File: src/rtl/fp32_dot_acc.sv
// FP32 dot-product accumulator: takes one alpha*bravo element per IDLE visit and adds
// it to a running sum over a multi-cycle CALC window. After VEC_LEN elements it presents the result on delta.
module fp32_dot_acc #(
   parameter int VEC_LEN   = 4,
   parameter int CALC_WAIT = 433,
   localparam int CNT_W    = $clog2(VEC_LEN + 1)
) (
   input  logic             CLK_I,
   input  logic             RSTL_I,
   input  logic [31:0]      alpha,
   input  logic [31:0]      bravo,
   input  logic [31:0]      ACC_INIT_I,
   input  logic             ACC_SEL_I,
   input  logic             MAC_VALID_I,
   output logic             MAC_READY_O,
   output logic [31:0]      delta,
   output logic             MAC_VALID_O,
   input  logic             MAC_READY_I,
   output logic [CNT_W-1:0] ELEM_CNT_O
);

   localparam int          WAIT_W = $clog2(CALC_WAIT + 1);
   localparam logic [31:0] QNAN   = 32'h7FC00000;

   typedef enum logic [1:0] {IDLE, CALC, DONE} state_t;

   state_t            state_q, state_d;
   logic              ready_q, valid_q;
   logic [31:0]       alpha_q, bravo_q, acc_op_q, acc_q, delta_q;
   logic [31:0]       prod, acc_next;
   logic [CNT_W-1:0]  cnt_q;
   logic [WAIT_W-1:0] wait_q;
   logic              accept, calc_last, last_elem;

   // Round-to-nearest-even multiply; subnormal inputs and results flush to zero.
   function automatic logic [31:0] fp_mul(input logic [31:0] a, input logic [31:0] b);
      logic        s, a_zero, b_zero, a_inf, b_inf, a_nan, b_nan, g, st, rnd;
      logic [47:0] p;
      logic [22:0] m;
      logic [24:0] mr;
      int          e;
      s      = a[31] ^ b[31];
      a_zero = (a[30:23] == 8'h00);
      b_zero = (b[30:23] == 8'h00);
      a_nan  = (a[30:23] == 8'hFF) && (a[22:0] != 23'd0);
      b_nan  = (b[30:23] == 8'hFF) && (b[22:0] != 23'd0);
      a_inf  = (a[30:23] == 8'hFF) && (a[22:0] == 23'd0);
      b_inf  = (b[30:23] == 8'hFF) && (b[22:0] == 23'd0);
      if (a_nan || b_nan || (a_inf && b_zero) || (b_inf && a_zero)) return QNAN;
      if (a_inf || b_inf) return {s, 8'hFF, 23'd0};
      if (a_zero || b_zero) return {s, 31'd0};
      p = {24'd0, 1'b1, a[22:0]} * {24'd0, 1'b1, b[22:0]};
      e = int'(a[30:23]) + int'(b[30:23]) - 127;
      if (p[47]) begin
         m  = p[46:24];
         g  = p[23];
         st = |p[22:0];
         e  = e + 1;
      end else begin
         m  = p[45:23];
         g  = p[22];
         st = |p[21:0];
      end
      rnd = g & (st | m[0]);
      mr  = {2'b01, m} + {24'd0, rnd};
      if (mr[24]) begin
         e = e + 1;
         m = mr[23:1];
      end else begin
         m = mr[22:0];
      end
      if (e >= 255) return {s, 8'hFF, 23'd0};
      if (e <= 0) return {s, 31'd0};
      return {s, e[7:0], m};
   endfunction

   // Round-to-nearest-even add with guard/round/sticky bits; exact cancellation gives +0.
   function automatic logic [31:0] fp_add(input logic [31:0] a, input logic [31:0] b);
      logic [31:0] x, y;
      logic [27:0] mx, my, sum;
      logic [24:0] mr;
      logic [22:0] frac;
      logic        a_nan, b_nan, a_inf, b_inf, st, rnd;
      int          d, e;
      a_nan = (a[30:23] == 8'hFF) && (a[22:0] != 23'd0);
      b_nan = (b[30:23] == 8'hFF) && (b[22:0] != 23'd0);
      a_inf = (a[30:23] == 8'hFF) && (a[22:0] == 23'd0);
      b_inf = (b[30:23] == 8'hFF) && (b[22:0] == 23'd0);
      if (a_nan || b_nan || (a_inf && b_inf && (a[31] != b[31]))) return QNAN;
      if (a_inf) return a;
      if (b_inf) return b;
      if ((a[30:23] == 8'h00) && (b[30:23] == 8'h00)) return {a[31] & b[31], 31'd0};
      if (a[30:23] == 8'h00) return b;
      if (b[30:23] == 8'h00) return a;
      if (b[30:0] > a[30:0]) begin
         x = b;
         y = a;
      end else begin
         x = a;
         y = b;
      end
      mx = {2'b01, x[22:0], 3'b000};
      my = {2'b01, y[22:0], 3'b000};
      d  = int'(x[30:23]) - int'(y[30:23]);
      if (d > 26) begin
         my = 28'd1;
      end else begin
         st = |(my & ((28'd1 << d) - 28'd1));
         my = (my >> d) | {27'd0, st};
      end
      sum = (x[31] == y[31]) ? (mx + my) : (mx - my);
      if (sum == 28'd0) return 32'h0000_0000;
      e = int'(x[30:23]);
      if (sum[27]) begin
         sum = {1'b0, sum[27:2], sum[1] | sum[0]};
         e   = e + 1;
      end
      for (int i = 0; i < 26; i++) begin
         if (!sum[26]) begin
            sum = sum << 1;
            e   = e - 1;
         end
      end
      rnd = sum[2] & (sum[1] | sum[0] | sum[3]);
      mr  = {1'b0, sum[26:3]} + {24'd0, rnd};
      if (mr[24]) begin
         e    = e + 1;
         frac = mr[23:1];
      end else begin
         frac = mr[22:0];
      end
      if (e >= 255) return {x[31], 8'hFF, 23'd0};
      if (e <= 0) return {x[31], 31'd0};
      return {x[31], e[7:0], frac};
   endfunction

   assign accept    = MAC_VALID_I && ready_q;
   assign calc_last = (wait_q == WAIT_W'(CALC_WAIT - 1));
   assign last_elem = (cnt_q == CNT_W'(VEC_LEN - 1));

   always_comb begin
      prod     = fp_mul(alpha_q, bravo_q);
      acc_next = fp_add(acc_op_q, prod);
   end

   always_comb begin
      // NOTE: default first so every path assigns state_d and no latch is inferred.
      state_d = state_q;
      unique case (state_q)
         IDLE:    if (accept) state_d = CALC;
         CALC:    if (calc_last) state_d = last_elem ? DONE : IDLE;
         DONE:    if (MAC_READY_I) state_d = IDLE;
         default: state_d = IDLE;
      endcase
   end

   // NOTE: sequential state uses <= so every register samples pre-edge values.
   always_ff @(posedge CLK_I or negedge RSTL_I) begin
      if (!RSTL_I) begin
         state_q <= IDLE;
         ready_q <= 1'b0;
         valid_q <= 1'b0;
      end else begin
         state_q <= state_d;
         ready_q <= (state_d == IDLE);
         valid_q <= (state_d == DONE);
      end
   end

   always_ff @(posedge CLK_I or negedge RSTL_I) begin
      if (!RSTL_I) begin
         alpha_q  <= 32'd0;
         bravo_q  <= 32'd0;
         acc_op_q <= 32'd0;
         acc_q    <= 32'd0;
         delta_q  <= 32'd0;
         cnt_q    <= '0;
         wait_q   <= '0;
      end else begin
         unique case (state_q)
            IDLE: begin
               if (accept) begin
                  alpha_q <= alpha;
                  bravo_q <= bravo;
                  wait_q  <= '0;
                  if (cnt_q == '0) acc_op_q <= ACC_SEL_I ? ACC_INIT_I : 32'd0;
                  else             acc_op_q <= acc_q;
               end
            end
            CALC: begin
               wait_q <= wait_q + WAIT_W'(1);
               if (calc_last) begin
                  acc_q <= acc_next;
                  if (last_elem) begin
                     delta_q <= acc_next;
                     cnt_q   <= '0;
                  end else begin
                     cnt_q <= cnt_q + CNT_W'(1);
                  end
               end
            end
            default: ;
         endcase
      end
   end

   assign MAC_READY_O = ready_q;
   assign MAC_VALID_O = valid_q;
   assign delta       = delta_q;
   assign ELEM_CNT_O  = cnt_q;

endmodule

File: config.mk
export PLATFORM = sky130hd
export DESIGN_NAME = fp32_dot_acc
export DESIGN_NICKNAME = d
export VERILOG_FILES = /design/src/rtl/fp32_dot_acc.sv
export SDC_FILE = /design/constraint.sdc
export NUM_CORES = 2
export LEC_CHECK = 0
export ABC_AREA = 1
export BUFFER_PORTS_ARGS = -buffer_cell sky130_fd_sc_hd__buf_4
export CAP_MARGIN = 20
export CORE_UTILIZATION = 55
export CTS_CLUSTER_SIZE = 25
export DETAILED_ROUTE_END_ITERATION = 12
export PLACE_DENSITY = 0.71
export SLEW_MARGIN = 20
export SYNTH_ARGS = -nofsm -noshare
export SYNTH_HDL_FRONTEND = slang
export SYNTH_SLANG_ARGS = --single-unit
File: constraint.sdc
create_clock -name CLK_I -period 40.9 [get_ports CLK_I]
set_input_delay 8.18 -clock CLK_I [delete_from_list [all_inputs] [get_ports CLK_I]]
set_output_delay 8.18 -clock CLK_I [all_outputs]
set_load 0.005 [all_outputs]
* Word-level counts from Yosys, hierarchy flattened
Index checks and enable logic that the tools add are counted.
** Storage, ports and cells
- Bits of input ports :: 101
- Output and inout port bits :: 37
- Bits in registers :: 176
- Word-level logic and storage cells :: 715
** Cells by class
- Mux-type cells :: 589
- Equal/unequal tests :: 12
- Shift-type cells :: 2
- Magnitude comparators :: 6
- Add/subtract/negate cells :: 40
- Bitwise operators :: 10
- Reduce and logical (&&, ||, !) cells :: 45
- $mul :: 1
** Operators with widths (count)
- two-way mux 32 bit :: 282
- two-way mux 27 bit :: 216
- subtractor 32 x 2 -> 32 bit (second input constant) :: 26
- two-way mux 28 bit :: 8
- two-way mux 23 bit :: 6
- zero test 23 bit :: 4
- nonzero test 23 bit :: 4
- two-way mux 1 bit :: 68
- adder 32 x 2 -> 32 bit (second input constant) :: 2
- greater-or-equal comparator 32 x 9 -> 1 bit (second input constant) :: 2
- less-or-equal comparator 32 x 1 -> 1 bit (second input constant) :: 2
- adder 24 x 1 -> 25 bit :: 2
- multiplier 24 x 24 -> 48 bit :: 1
- == test 8 bit (second input constant) :: 4
- zero test 8 bit :: 4
- left shift 1 x 32 -> 28 bit (first input constant) :: 1
- >> shifter 27 x 32 -> 28 bit :: 1
- greater-than comparator 31 bit :: 1
- adder 27 x 28 -> 28 bit :: 1
- bitwise AND 27 x 28 -> 28 bit :: 1
- zero test 28 bit :: 1
- bitwise OR 28 x 1 -> 28 bit :: 1
- OR reduction 28 bit :: 1
- subtractor 27 x 28 -> 28 bit :: 1
- 33 further kinds :: 65

* Logic depth before layout (Yosys ltp)
- Word-level depth :: 359
- Gate-level depth with buffers :: 238
- Gate-level depth less buffers :: 230

* Least setup slack after synthesis
No wires, ideal clock.
- Kind :: register to register
- Start point :: register alpha_q[13]
- End point :: register delta_q[18] (netlist: delta[18])
- Buffers on the path :: 9
- Data required time :: 40.835 ns
- Period minus slack after synthesis :: 30.696 ns
- Stages on the path, launching flop included :: 223
- Path slack :: 10.204 ns
- Setup time :: 0.065 ns
- Data arrival time :: 30.631 ns
- Cell sequence :: dfrtp_1 > clkbuf_1 > clkbuf_1 > nand2_1 > fa_1 > inv_1 > fa_1 > inv_1 > fa_1 > inv_1 > fa_1 > inv_1 > fa_1 > inv_1 > fa_1 > inv_1 > fa_1 > inv_1 > (+187 left out) > nor2_1 > nand2_1 > nor2_1 > nand2_1 > nor2_2 > xor2_1 > a21oi_1 > nand3_1 > nor2_4 > nand3_2 > nor2_8 > buf_12 > nand3_2 > nand3_2 > nand3_2 > nand2_2 > nand3_1 > nand2_1
** Between the ends
- Word-level cells in the longest chain between the ends :: 317
- Elaborated cells on any way between the ends :: 644
- Classes of those cells :: 35 x add/sub; 1 x mul; 6 x order compare; 3 x eq/ne; 2 x shift; 566 x mux; 8 x bitwise; 23 x reduce/logical
** RTL lines
- from (decl) :: line 29 : logic [31:0] alpha_q, bravo_q, acc_op_q, acc_q, delta_q;
- from (signal assigned) :: line 183 : alpha_q <= alpha;
- multiplier 24 x 24 -> 48 bit :: line 52 : p = {24'd0, 1'b1, a[22:0]} * {24'd0, 1'b1, b[22:0]};
- OR reduction 23 bit / OR reduction 22 bit (equally long branches) :: line 57, 62
- two-way mux 1 bit :: line 54 : if (p[47]) begin
- two-way mux 1 bit :: line 52
- two-way mux 1 bit :: line 51 : if (a_zero || b_zero) return {s, 31'd0};
- two-way mux 1 bit :: line 50 : if (a_inf || b_inf) return {s, 8'hFF, 23'd0};
- bitwise OR 1 bit :: line 64 : rnd = g & (st | m[0]);
- bitwise AND 1 bit :: line 64
- (+301 left out)
- two-way mux 32 bit :: line 133 : if (e <= 0) return {x[31], 31'd0};
- two-way mux 32 bit :: line 113 : e = int'(x[30:23]);
- two-way mux 32 bit :: line 95 : if (b[30:0] > a[30:0]) begin
- two-way mux 32 bit :: line 94 : if (b[30:23] == 8'h00) return a;
- two-way mux 32 bit :: line 93 : if (a[30:23] == 8'h00) return b;
- two-way mux 32 bit :: line 92 : if ((a[30:23] == 8'h00) && (b[30:23] == 8'h00)) return {a[31] & b[31], 31'd0};
- two-way mux 32 bit :: line 91 : if (b_inf) return b;
- two-way mux 32 bit * :: line 90 : if (a_inf) return a;
- to (signal assigned) :: line 195 : delta_q <= acc_next;
- to (decl) :: line 29
Mark *: on every way between the ends. The rest lies on a longest branch, timed or not. The select of a mux whose other input is x is not followed.
A chain may end at the register's enable or synchronous reset.

* Worst setup path after layout
- Start point :: register alpha_q[12]
- End point :: register delta_q[22] (netlist: delta[22])
Same word-level chain as after synthesis.

==> insert_results.sql <==
INSERT INTO impl_metrics (metric_group, metric, value, unit) VALUES
('floorplanning', 'start_util', '55.9', '%'),
('yosys', 'synthesis.instances', '9206', ''),
('routing', 'route.antenna.remaining_nets', '0', ''),
('cts', 'path_clk_slew', '0.09', 'ns'),
('setup_path', 'worst_ep_required_time', '41.36', 'ns'),
('yosys', 'synth_edf_count', '0', ''),
('routing', 'detailedRoute.firstIterationViolations', '5910', ''),
('setup_path', 'worst_path_max_delay_cell', 'dfrtp_1', ''),
('setup_path', 'setup.worst_path.class', 'flip-flop to flip-flop', ''),
('cts', 'cts-root-to-sink-buffers', '2', ''),
('timing', 'report.final.hold_viol_count', '0', ''),
('yosys', 'ys_seq_elements', '176', ''),
('setup_path', 'critical_path_arrival', '38.17', 'ns'),
('worst_hold_path', 'min_to', 'acc_q[22]', ''),
('timing', 'final.setup.tns', '0', 'ns'),
('global_routing', 'grt_pass1_wl', '305000', 'um'),
('timing', 'setup_viol_count_final', '0', ''),
('final_layout', 'layout.cells.most_common', 'nand2_1', ''),
('final_layout', 'ff_latch_area', '0.00441', 'mm2'),
('yosys', 'synthDistinctLibCells', '101', ''),
('timing', 'tightest_slew', '1.18', 'ns'),
('setup_path', 'crit_fanout', '68', ''),
('setup_path', 'cp.buffers_inverters', '32', ''),
('setup_path', 'crit_top_cell', 'nand2_1', ''),
('final_layout', 'drive_gt1_share', '14.6', '%'),
('worst_hold_path', 'hold_path_depth', '2', ''),
('setup_path', 'timing.rr.start', 'alpha_q[12]', ''),
('global_routing', 'grt.total_usage', '35.8', '%'),
('routing', 'drt_drc_violations_left', '0', ''),
('cts', 'ctsResizeCount', '0', ''),
('final_layout', 'final_cell_mix', 'nand2_1 (2781), inv_1 (1621), nand3_1 (737), nor2_1 (564), fa_1 (484)', ''),
('yosys', 'asyncSetResetFlopFracSynth', '100', '%'),
('yosys', 'post_synth_instance_area', '0.0582', 'mm2'),
('global_routing', 'grt.overflow.total', '0', ''),
('setup_path', 'worst-r2r-cell-count', '212', ''),
('timing', 'report.final.slew_viol_count', '0', ''),
('worst_hold_path', 'holdCritPathClass', 'flip-flop to flip-flop', ''),
('floorplanning', 'chipHeight', '327', 'um'),
('final_layout', 'syn_to_final_growth', '3.47', '%'),
('cts', 'clkSinkCount', '176', ''),
('yosys', 'post_synth.cell_area_avg', '6.32', 'um2'),
('final_layout', 'post_layout_nonfiller_instances', '10500', ''),
('cts', 'cts_inserted_buffers', '17', ''),
('timing', 'period_needed', '37.72', 'ns'),
('global_routing', 'antenna_found_initial', '1', ''),
('placement', 'dp.cells', '10500', ''),
('routing', 'drt-pass1-iter-count', '6', ''),
('floorplanning', 'die_area', '0.107', 'mm2'),
('global_routing', 'maximum_number_of_pins_on_one_net_before_global_route_repair', '82', ''),
('cts', 'clock-root-buffer', 'clkbuf_16', ''),
('run_status', 'outcome', 'finished clean', ''),
('setup_path', 'timing.critical_path.from_type', 'flip-flop', ''),
('routing', 'routed_wl', '191000', 'um'),
('floorplanning', 'floorplan.io_pins', '138', ''),
('timing', 'max_freq', '0.0265', 'GHz'),
('final_layout', 'multi_input_comb_area', '0.0451', 'mm2'),
('yosys', 'synth-main-ff-cell', 'dfrtp_1', ''),
('yosys', 'synth_fp_nets', '10100', ''),
('setup_path', 'r2r_path_end', 'delta[22]', ''),
('cts', 'htree_num_levels', '4', ''),
('setup_path', 'critPathTopFamily', 'simple AND/OR/NAND/NOR gates', ''),
('cts', 'setup_buffers_after_cts', '0', ''),
('run', 'max_cap_violations', '0', ''),
('routing', 'viasPerCell', '5.54', ''),
('cts', 'worst_skew_pair.late_latency', '0.54', 'ns'),
('yosys', 'yosys_warnings', '0', ''),
('final_layout', 'num-nets-final', '10000', ''),
('floorplanning', 'fp.dieW', '327', 'um'),
('cts', 'cts_tree', 'built', ''),
('timing', 'relSlewSlack', '21.1', '%'),
('timing', 'timing.final.crit_share', '92.2', '%');
worst max path at each step:
stage                startpoint         to  slack (ns)  cells after the start
floorplan           alpha_q[13]  delta[18]       10.20                    222
global placement    alpha_q[13]   delta[2]        4.14                    210
detailed placement  alpha_q[13]  delta[19]        3.74                    210
CTS                 alpha_q[13]  delta[19]        3.59                    210
global route        alpha_q[12]   acc_q[2]        0.29                    215
finish              alpha_q[12]  delta[22]        3.18                    212
cell families (layout without fill, tap and decap cells):
kind of cell | Yosys count | count (layout) | share of synthesized area, %
DFF | 176 | 176 | 7.56
xor gates and xnor gates | 96 | 96 | 1.51
muxes | 2 | 2 | 0.0344
AOI/OAI and AO/OA | 693 | 693 | 7.10
other | 0 | 1 | 0
and+or+nand+nor | 5364 | 5364 | 45.5
buffers and inverters | 2080 | 2025 | 14.9
adders and majority gates | 795 | 795 | 23.3
Yosys cell counts, drive strengths merged (4+ instances only):
| cell type | instances | share of area [%] |
|---|---|---|
| o21a | 19 | 0.24 |
| xor2 | 67 | 1.1 |
| o311ai | 4 | 0.090 |
| a31oi | 26 | 0.29 |
| clkbuf | 228 | 2.1 |
| o22ai | 48 | 0.60 |
| o211ai | 33 | 0.45 |
| and2 | 8 | 0.095 |
| inv | 1751 | 11 |
| a211oi | 8 | 0.11 |
| dfrtp | 176 | 7.6 |
| or4 | 6 | 0.084 |
| nor4 | 45 | 0.48 |
| fa | 484 | 17 |
| nor2 | 722 | 6.0 |
| nand3b | 26 | 0.34 |
| nand3 | 941 | 10 |
| dlygate4sd3 | 4 | 0.069 |
| nand2 | 3290 | 25 |
| clkinv | 38 | 0.31 |
| a21oi | 228 | 2.0 |
| xnor2 | 29 | 0.44 |
| a21o | 4 | 0.054 |
| ha | 311 | 6.7 |
| nand4 | 225 | 2.7 |
| nor3 | 77 | 0.73 |
| o221ai | 7 | 0.11 |
| or2 | 17 | 0.19 |
| buf | 57 | 1.0 |
| o21ai | 277 | 2.5 |
| o21bai | 11 | 0.15 |
| o31ai | 10 | 0.15 |
worst register-to-register path: cells and delay by family (launching register included):
family          cells  cell delay (ns)
xor+xnor            1             0.08
flops               1             1.10
buf+inv            32             3.79
fa+ha+maj          38            12.49
simple gates      115            15.27
compound gates     26             4.95
metrics by stage:
stage | hold WS (ns) | worst slack [ns] | instance area [um2] | utilization [%]
5_1_grt | 0.500 | 0.288 | 60200 | 57.8
3_5_place_dp | 0.460 | 3.74 | 59600 | 57.2
6_report | 0.484 | 3.18 | 60200 | 57.8
4_1_cts | 0.483 | 3.59 | 60200 | 57.8
2_1_floorplan | 0.444 | 10.20 | 58200 | -
3_3_place_gp | 0.457 | 4.14 | 59600 | 57.2
per-layer routing:
layer | track usage, % | part of all wire, %
met1 | 51.0 | 45
met4 | 11.0 | 3.2
met2 | 55.5 | 44
met5 | 0 | 0.0068
met3 | 5.38 | 7.9
sequential cells by signal, indices dropped and copies added (netlist names):
signal,flops
MAC_READY_O,1
state_q,2
bravo_q,32
alpha_q,32
wait_q,9
acc_op_q,32
MAC_VALID_O,1
delta,32
acc_q,32
ELEM_CNT_O,3
area by class of cell:
class	instances	area share (%)
Sequential cell	176	7.32
Inverter	1790	11.3
Multi-Input combinational cell	6950	74.9
Tap cell	1380	2.87
Timing Repair Buffer	203	2.57
Antenna cell	1	0.00415
Clock inverter	15	0.299
Clock buffer	17	0.706
Power is not shown: default switching activity piles up to over one toggle a cycle in this logic, so the estimate is an artifact.
